$ cat config.mk
export PLATFORM = sky130hd
export DESIGN_NAME = jk_cmd_sequencer
export DESIGN_NICKNAME = d
export VERILOG_FILES = /design/src/rtl/jk_cmd_sequencer.sv
export SDC_FILE = /design/constraint.sdc
export NUM_CORES = 1
export LEC_CHECK = 0
export ABC_CLOCK_PERIOD_IN_PS = 6400
export CAP_MARGIN = 10
export CORE_MARGIN = 5
export CORE_UTILIZATION = 51
export DETAILED_ROUTE_END_ITERATION = 16
export MAX_ROUTING_LAYER = met4
export PLACE_DENSITY = 0.74
export SLEW_MARGIN = 30
export SYNTH_ARGS = -nofsm -noshare
export SYNTH_HDL_FRONTEND = slang
export SYNTH_SLANG_ARGS = --single-unit
$ cat constraint.sdc
create_clock -name clk -period 6.4 [get_ports clk]
set_input_delay 0.64 -clock clk [delete_from_list [all_inputs] [get_ports clk]]
set_output_delay 0.64 -clock clk [all_outputs]
set_load 0.05 [all_outputs]
$ cat src/rtl/jk_cmd_sequencer.sv
// Buffers hold/clear/set/toggle commands and replays each on registered j/k for rpt+1 cycles, tracking the flip-flop's Q.
// Push-to-j/k latency is one edge; cmd_ready drops when full. Define JKSEQ_FEEDBACK_CHECK_EN to add q_fb/q_err.
module jk_cmd_sequencer #(
  parameter int DEPTH = 4,
  parameter int RPT_W = 4
) (
  input  logic                   clk,
  input  logic                   reset,
  input  logic                   cmd_valid,
  output logic                   cmd_ready,
  input  logic [1:0]             cmd,
  input  logic [RPT_W-1:0]       cmd_rpt,
  output logic                   j,
  output logic                   k,
  output logic                   busy,
  output logic                   q_pred,
`ifdef JKSEQ_FEEDBACK_CHECK_EN
  input  logic                   q_fb,
  output logic                   q_err,
`endif
  output logic [$clog2(DEPTH):0] fifo_count
);

  localparam int AW = $clog2(DEPTH);
  localparam int CW = AW + 1;

  typedef enum logic {IDLE = 1'b0, ISSUE = 1'b1} state_t;

  logic [RPT_W+1:0] r_mem [DEPTH];
  logic [AW-1:0]    r_wr_ptr;
  logic [AW-1:0]    r_rd_ptr;
  logic [CW-1:0]    r_count;
  state_t           r_state;
  state_t           w_state_nxt;
  logic             r_j;
  logic             r_k;
  logic             w_j_nxt;
  logic             w_k_nxt;
  logic [RPT_W-1:0] r_rem;
  logic [RPT_W-1:0] w_rem_nxt;
  logic             r_q;
  logic             w_push;
  logic             w_pop;
  logic             w_have;
  logic [RPT_W+1:0] w_head;

  assign cmd_ready  = (r_count < CW'(DEPTH));
  assign w_push     = cmd_valid & cmd_ready;
  assign w_have     = (r_count != '0);
  assign w_head     = r_mem[r_rd_ptr];
  assign fifo_count = r_count;
  assign j          = r_j;
  assign k          = r_k;
  assign busy       = (r_state == ISSUE);
  assign q_pred     = r_q;

  // Deciding at rem == 0 lets the next entry load on the same edge, so there is no idle bubble.
  always_comb begin
    w_state_nxt = r_state;
    w_j_nxt     = r_j;
    w_k_nxt     = r_k;
    w_rem_nxt   = r_rem;
    w_pop       = 1'b0;
    case (r_state)
      IDLE: begin
        w_j_nxt = 1'b0;
        w_k_nxt = 1'b0;
        if (w_have) begin
          w_pop       = 1'b1;
          w_state_nxt = ISSUE;
          w_j_nxt     = w_head[RPT_W+1];
          w_k_nxt     = w_head[RPT_W];
          w_rem_nxt   = w_head[RPT_W-1:0];
        end
      end
      ISSUE: begin
        if (r_rem != '0) begin
          w_rem_nxt = r_rem - RPT_W'(1);
        end else if (w_have) begin
          w_pop     = 1'b1;
          w_j_nxt   = w_head[RPT_W+1];
          w_k_nxt   = w_head[RPT_W];
          w_rem_nxt = w_head[RPT_W-1:0];
        end else begin
          w_j_nxt     = 1'b0;
          w_k_nxt     = 1'b0;
          w_state_nxt = IDLE;
        end
      end
      default: w_state_nxt = IDLE;
    endcase
  end

  always_ff @(posedge clk) begin
    if (reset) begin
      r_state <= IDLE;
      r_j     <= 1'b0;
      r_k     <= 1'b0;
      r_rem   <= '0;
    end else begin
      r_state <= w_state_nxt;
      r_j     <= w_j_nxt;
      r_k     <= w_k_nxt;
      r_rem   <= w_rem_nxt;
    end
  end

  always_ff @(posedge clk) begin
    if (w_push) r_mem[r_wr_ptr] <= {cmd, cmd_rpt};
  end

  always_ff @(posedge clk) begin
    if (reset) begin
      r_wr_ptr <= '0;
      r_rd_ptr <= '0;
      r_count  <= '0;
    end else begin
      if (w_push) r_wr_ptr <= r_wr_ptr + AW'(1);
      if (w_pop)  r_rd_ptr <= r_rd_ptr + AW'(1);
      case ({w_push, w_pop})
        2'b10:   r_count <= r_count + CW'(1);
        2'b01:   r_count <= r_count - CW'(1);
        default: r_count <= r_count;
      endcase
    end
  end

  // Mirrors the downstream flip-flop: it sees the same j/k we are driving this cycle.
  always_ff @(posedge clk) begin
    if (reset) begin
      r_q <= 1'b0;
    end else begin
      case ({r_j, r_k})
        2'b01:   r_q <= 1'b0;
        2'b10:   r_q <= 1'b1;
        2'b11:   r_q <= ~r_q;
        default: r_q <= r_q;
      endcase
    end
  end

`ifdef JKSEQ_FEEDBACK_CHECK_EN
  logic r_err;

  always_ff @(posedge clk) begin
    if (reset)              r_err <= 1'b0;
    else if (q_fb != r_q)   r_err <= 1'b1;
  end

  assign q_err = r_err;
`endif

endmodule

==> qor.csv, run 1 <==
stage,metric,value,unit
status,status,finished clean,
clock_tree,post-CTS setup buffer count,0,
synth,Synth Warn #,0,
die,core box area,0.003311,mm^2
global_route,first-pass GRT wire length,4671,um
power_and_ir_drop,Power per Cell Area,485.5,mW/mm^2
synth,Cell variety after synth,33,
routing,total wire length,2788,um
die,Starting Density,0.5249,
routing,vias per std cell,5.206,
clock_tree,Max clock buf depth,2,
clock_tree,clk sinks,41,
power_and_ir_drop,Lkg Pwr,0.0006948,uW
clock_tree,hold-fix buffers at CTS,0,
placed_design,PortBufs,16,
synth,synthesized area,0.001738,mm^2
power_and_ir_drop,Clk pwr share,0.202,
hold_path,min-delay worst type,flip-flop to flip-flop,
job,max_cap viols,0,
critical_path,critical path arrival,2870,ps
power_and_ir_drop,PnR Total Power,988.4,uW
critical_path,Worst EP required,6660,ps
finish,"Area growth, synth to finish",17.13,%
die,Die W,68.38,um
finish,final design utilization,0.6149,
global_route,initial antenna violation count,0,
die,row count,21,
placed_design,global placer's final weighted congestion,0.7285,
die,Die Ht,68.38,um
synth,predominant post-synthesis flop cell,edfxtp_1,
clock_tree,post-CTS sizing,0,
clock_tree,"Clk Latency, worst-skew pair",340,ps
die,full die area,0.004675,mm^2
clock_tree,clock tree from TritonCTS,yes,
routing,Pre-antenna DRT Iters,4,
clock_tree,Num CTS Buffers,5,
routing,vias,1010,
critical_path,worst reg2reg endpoint,fifo_count[2]$_SDFFE_PP0P_,
routing,drt first-iter violations,93,
power_and_ir_drop,logic gate share of total power,0.404,
critical_path,Critical Path Start Type,flip-flop,
timing,crit path time final,2615,ps
timing,clock skew,4.676,ps
clock_tree,Worst-path clk slew,110,ps
timing,Tcrit/Tclk final,0.4086,
finish,ant diodes,0,
synth,syn nets,145,
critical_path,Setup CP Type,flip-flop to flip-flop,
finish,Nets,164,
die,Boundary Pins,17,
global_route,total gr overflow,0,
timing,actual slew at the worst max-slew pin,649.4,ps
hold_path,WHS Endpoint,r_rd_ptr[1]$_SDFFE_PP0P_,
timing,endpoints failing setup,0,
synth,mean post-synth cell area,13.58,um^2
hold_path,Hold Crit Depth,2,
timing,Hold Fails Final Rpt,0,
synth,Post-synth EDFFs,24,
routing,antenna-violating nets left,0,
timing,TNS Setup,0,ps
clock_tree,clk root buf,clkbuf_4,
placed_design,placed wire-length estimate,1994,um
clock_tree,htree depth,2,
timing,Hold WS,527.0,ps
timing,unrepaired setup endpoints after global routing,false,
synth,synthesized flop and latch total,41,
critical_path,flop2flop setup slack,3780,ps
routing,wire length per cell,14.37,um
synth,Async SR Flop Fraction,0,
synth,register area share after synthesis,0.6105,
global_route,Total Routing Usage GR,0.1473,
power_and_ir_drop,sw power,357.2,uW
critical_path,crit end category,flip-flop,
critical_path,FF-to-FF path depth,10,
power_and_ir_drop,Cell Int Power,631.2,uW
timing,Final Slew Violations,0,
power_and_ir_drop,VDD IR-drop max,0.1989,mV
finish,fill cell count,269,
timing,Highest Clock Rate,0.3824,GHz
hold_path,Hold Path Origin,r_rd_ptr[1]$_SDFFE_PP0P_,
global_route,vias in the first global route,985,
synth,cell count after synthesis,128,
global_route,largest net degree at the start of global routing,20,
power_and_ir_drop,sequential power share,0.394,
timing,Slew HR,0.5647,
finish,share of layout cells above drive strength 1,0.1419,
power_and_ir_drop,Sw Ratio,0.3614,
critical_path,reg2reg start,r_rem[0]$_SDFF_PP0_,
routing,# DRC,0,
critical_path,CP Max Fanout,7,
==> through the flow <==
step                      worst slack, ps  area [um^2]  instances
after floorplan                      3998         1738        128
after global routing                 3599         2036        194
final                                3785         2036        194
after CTS                            3775         2036        194
after detailed placement             3737         1933        186
after global placement               3852         1933        186
==> sequential cells by signal, indices dropped and copies added (netlist names), named ones only <==
| name | count |
|---|---|
| r_wr_ptr | 2 |
| r_rd_ptr | 2 |
| fifo_count | 3 |
| r_mem | 24 |
| j | 1 |
| q_pred | 1 |
| busy | 1 |
| r_rem | 4 |
| k | 1 |
==> worst max-delay path by stage <==
| stage | slack, ps | to | cells past startpoint | start |
|---|---|---|---|---|
| floorplan | 4000 | fifo_count[2]$_SDFFE_PP0P_ | 10 | r_rem[0]$_SDFF_PP0_ |
| global placement | 3850 | fifo_count[2]$_SDFFE_PP0P_ | 9 | cmd_valid |
| detailed placement | 3740 | fifo_count[2]$_SDFFE_PP0P_ | 9 | cmd_valid |
| CTS | 3780 | fifo_count[2]$_SDFFE_PP0P_ | 10 | r_rem[0]$_SDFF_PP0_ |
| global route | 3600 | fifo_count[2]$_SDFFE_PP0P_ | 10 | r_rem[0]$_SDFF_PP0_ |
| finish | 3780 | fifo_count[2]$_SDFFE_PP0P_ | 10 | r_rem[0]$_SDFF_PP0_ |
==> kinds of logic (layout without fill, tap and decap cells) <==
family | count (synthesis) | after routing | share of synthesized area
AOI/OAI and AO/OA | 16 | 16 | 0.06479
xor gates and xnor gates | 5 | 5 | 0.02520
adders and majority gates | 8 | 8 | 0.06191
buffers and inverters | 15 | 35 | 0.03672
DFF | 41 | 41 | 0.6105
muxes | 8 | 8 | 0.08999
and+or+nand+nor | 35 | 35 | 0.1109
==> metal layers <==
metal | track usage | vias to the layer above | wire length [um]
met1 | 0.1801 | 495 | 1179
met3 | 0.05583 | 4 | 141
met2 | 0.2310 | 21 | 1439
li1 | - | 490 | -
met4 | 0.03722 | 0 | 27
met5 | - | - | 0
==> placed cells by master, fill, tap and decap left out, drive strengths merged, types with 2 or more instances in the layout <==
master,instances
nor2,12
xnor2,3
a211oi,3
nand2,5
clkbuf,5
bufinv,2
and2,5
nor2b,3
nor3b,3
xor2,2
edfxtp,24
mux4,6
clkdlybuf4s50,16
o21ai,3
a21oi,6
nor3,2
dfxtp,17
inv,11
a22oi,2
ha,7
==> cells in the mapped netlist, drive strengths merged (5+ instances only) <==
cell type	count	area [um^2]
edfxtp	24	720.7
dfxtp	17	340.3
nor2	12	45.04
inv	11	41.29
ha	7	87.58
a21oi	6	41.29
mux4	6	135.1
and2	5	32.53
nand2	5	18.77
==> area by class of cell <==
type                            count  area [um^2]  area share
Multi-Input combinational cell     72        613.1      0.3012
Tap cell                           46        57.56     0.02827
Timing Repair Buffer               16        160.2     0.07867
Inverter                           11        41.29     0.02028
Clock inverter                      3        65.06     0.03196
Sequential cell                    41         1061      0.5212
Clock buffer                        5        37.54     0.01844
==> power groups by stage <==
| stage | logic, uW | clock network (uW) | registers [uW] |
|---|---|---|---|
| floorplan | 265 | 0 | 435 |
| global placement | 384 | 0 | 393 |
| detailed placement | 399 | 0 | 397 |
| CTS | 403 | 204 | 391 |
| global route | 439 | 217 | 400 |
| finish | 399 | 200 | 390 |
==> worst max-delay path, stage by stage, from the launching register on <==
cell and delay [ps]:
dfxtp_1 350, inv_1 90, ha_1 160, or3b_4 420, a21oi_4 250, ha_1 230
inv_1 60, fa_1 380, xor2_1 160, or3_1 300, a21oi_1 150
(Power assumes the default switching activity.)
==> run 2, diff against run 1 <==
--- a/config.mk
+++ b/config.mk
@@ -5,13 +5,13 @@
 export SDC_FILE = /design/constraint.sdc
 export NUM_CORES = 1
 export LEC_CHECK = 0
-export ABC_CLOCK_PERIOD_IN_PS = 6400
+export ABC_CLOCK_PERIOD_IN_PS = 2250
 export CAP_MARGIN = 10
 export CORE_MARGIN = 5
-export CORE_UTILIZATION = 51
+export CORE_UTILIZATION = 50
 export DETAILED_ROUTE_END_ITERATION = 16
 export MAX_ROUTING_LAYER = met4
-export PLACE_DENSITY = 0.74
+export PLACE_DENSITY = 0.76
 export SLEW_MARGIN = 30
 export SYNTH_ARGS = -nofsm -noshare
 export SYNTH_HDL_FRONTEND = slang
==> constraint.sdc (replaced) <==
create_clock -name clk -period 2.25 [get_ports clk]
set_input_delay 0.225 -clock clk [delete_from_list [all_inputs] [get_ports clk]]
set_output_delay 0.225 -clock clk [all_outputs]
set_load 0.05 [all_outputs]
==> run 2 against run 1 <==
The flow now finishes with violations (negative setup slack). Wire length is 2.5% higher. Final cell count rose by 5.7%. Clock skew is 7.8 ps higher. Die area grew 1.7%. Critical path type unchanged. Largest cell class unchanged. Highest routed layer unchanged.
==> qor.csv, run 2 (synthesis gave the netlist of run 1 again) <==
stage,metric,value,unit
status,status,"finished, violations left",
status,failing checks,negative setup slack,
hold_path,WHS Endpoint,r_mem[0][0]$_DFFE_PP_,
global_route,vias in the first global route,1031,
hold_path,Hold Path Origin,cmd_rpt[0],
critical_path,reg2reg start,r_rem[0]$_SDFF_PP0_,
critical_path,Critical Path Start Type,flip-flop,
critical_path,Slowest Stage Delay on Critical Path,390,ps
timing,Final Slew Violations,0,
finish,ant diodes,0,
clock_tree,hold-fix buffers at CTS,0,
finish,"Non-Filler Cell Area, Final",0.002133,mm^2
finish,Nets,175,
routing,# DRC,0,
die,Die W,68.96,um
placed_design,placed wire-length estimate,2140,um
routing,wire length per cell,13.94,um
finish,Reg area,0.001064,mm^2
timing,unrepaired setup endpoints after global routing,true,
global_route,total gr overflow,0,
clock_tree,clk root buf,clkbuf_4,
finish,"most common cell after layout, fill and taps aside",edfxtp_1,
critical_path,slowest CP cell,or3b_4,
hold_path,min-delay worst type,input pin to flip-flop,
critical_path,Setup CP Type,flip-flop to flip-flop,
global_route,largest net degree at the start of global routing,15,
critical_path,FF-to-FF path depth,10,
critical_path,crit end category,flip-flop,
timing,actual slew at the worst max-slew pin,499.7,ps
die,Boundary Pins,17,
power_and_ir_drop,Lkg Pwr,0.0007408,uW
routing,vias,1055,
clock_tree,"Clk Latency, worst-skew pair",340,ps
critical_path,CP Max Fanout,2,
critical_path,crit-path cells,"inv_2, ha_4, or3b_4, a21oi_4, ha_4, inv_1, fa_2, xor2_1, or3_1, a21oi_2",
timing,Tcrit/Tclk final,1.015,
global_route,initial antenna violation count,0,
finish,"Area growth, synth to finish",22.75,%
clock_tree,htree depth,2,
critical_path,critical path arrival,2580,ps
die,row count,21,
die,Die Ht,68.96,um
routing,antenna-violating nets left,0,
finish,fill cell count,273,
routing,drt first-iter violations,35,
timing,TNS Setup,-34.27,ps
routing,vias per std cell,5.146,
global_route,Total Routing Usage GR,0.1483,
finish,share of layout cells above drive strength 1,0.2516,
global_route,first-pass GRT wire length,4864,um
clock_tree,Worst-path clk slew,130,ps
timing,endpoints failing setup,1,
timing,Hold Fails Final Rpt,0,
die,full die area,0.004755,mm^2
finish,final design utilization,0.6343,
die,Starting Density,0.5167,
power_and_ir_drop,VDD IR-drop max,0.6385,mV
timing,Slew HR,0.6658,
critical_path,flop2flop setup slack,-30,ps
timing,Highest Clock Rate,0.4378,GHz
clock_tree,clock tree from TritonCTS,yes,
job,max_cap viols,0,
timing,clock skew,12.45,ps
placed_design,placed inst area,0.002016,mm^2
clock_tree,clk sinks,41,
critical_path,Worst EP required,2540,ps
finish,Largest Register,r_mem,
timing,final worst setup slack,-34.27,ps
hold_path,Hold Crit Depth,1,
finish,area of the multi-input gates,644.4,um^2
finish,max reg flops,24,
critical_path,Crit path top cell by count,ha_4,
timing,crit path time final,2284,ps
power_and_ir_drop,PnR Total Power,2964,uW
clock_tree,Max clock buf depth,2,
critical_path,worst reg2reg endpoint,fifo_count[2]$_SDFFE_PP0P_,
clock_tree,Num CTS Buffers,5,
finish,most frequent cells in the layout,"24 x edfxtp_1, 16 x clkdlybuf4s50_1, 15 x dfxtp_1, 12 x nor2_1, 11 x buf_4",
placed_design,global placer's final weighted congestion,0.7904,
power_and_ir_drop,Power per Cell Area,1389,mW/mm^2
routing,total wire length,2857,um
die,core box area,0.003363,mm^2
routing,Pre-antenna DRT Iters,6,
placed_design,PortBufs,16,
run 2: cell type report:
cell class,count,area share
inverter,11,0.01935
tap,46,0.02698
sequential,41,0.4985
clock inverter,3,0.02170
timing repair buffer,27,0.1138
multi-input combinational,72,0.3021
clock buffer,5,0.01760
run 2: critical path: cells and delay by family, from the launching register on:
kind / cells / cell delay [ps]
AOI/OAI and AO/OA: 2 / 290
buffers and inverters: 2 / 110
DFF: 1 / 350
xor gates and xnor gates: 1 / 160
and+or+nand+nor: 2 / 710
adders and majority gates: 3 / 600
run 2: through the flow:
| step | setup WS, ps | cells | hold WS (ps) |
|---|---|---|---|
| floorplan | -91.08 | 128 | 323.9 |
| global placement | 28.95 | 196 | 496.9 |
| detailed placement | -49.12 | 196 | 507.9 |
| CTS | -92.25 | 204 | 499.2 |
| global route | -143.9 | 205 | 493.9 |
| finish | -34.27 | 205 | 507.9 |
run 2: worst max path at each step:
stage / startpoint / end / slack (ps) / cells after the start
2_1_floorplan: r_rem[0]$_SDFF_PP0_ / fifo_count[2]$_SDFFE_PP0P_ / -90 / 10
3_3_place_gp: r_rem[0]$_SDFF_PP0_ / fifo_count[2]$_SDFFE_PP0P_ / 30 / 10
3_5_place_dp: r_rem[1]$_SDFF_PP0_ / fifo_count[2]$_SDFFE_PP0P_ / -50 / 10
4_1_cts: r_rem[0]$_SDFF_PP0_ / fifo_count[2]$_SDFFE_PP0P_ / -90 / 10
5_1_grt: r_rem[0]$_SDFF_PP0_ / fifo_count[2]$_SDFFE_PP0P_ / -140 / 10
6_report: r_rem[0]$_SDFF_PP0_ / fifo_count[2]$_SDFFE_PP0P_ / -30 / 10
run 2: layer usage:
metal,part of all wire,track usage
met1,0.45,0.1832
met2,0.50,0.2333
met3,0.033,0.03890
met4,0.015,0.05839
met5,0,-
run 2: report_power, final:
| part | internal, uW | switching (uW) |
|---|---|---|
| sequential | 964 | 139 |
| combinational | 672 | 711 |
| clock | 235 | 243 |
| total | 1870 | 1090 |
run 2: what timing repair did:
action,4_1_cts,5_1_grt
setup buffers,0,1
resized for setup,0,7
pin swaps,0,2
setup endpoints to repair,1,2
==> run 3, diff against run 2 <==
--- a/config.mk
+++ b/config.mk
@@ -6,7 +6,7 @@
 export NUM_CORES = 1
 export LEC_CHECK = 0
 export ABC_CLOCK_PERIOD_IN_PS = 2250
-export CAP_MARGIN = 10
+export CAP_MARGIN = 20
 export CORE_MARGIN = 5
 export CORE_UTILIZATION = 50
 export DETAILED_ROUTE_END_ITERATION = 16
==> results of run 3 <==
The final DEF is identical to that of run 2; final timing and power are the same.
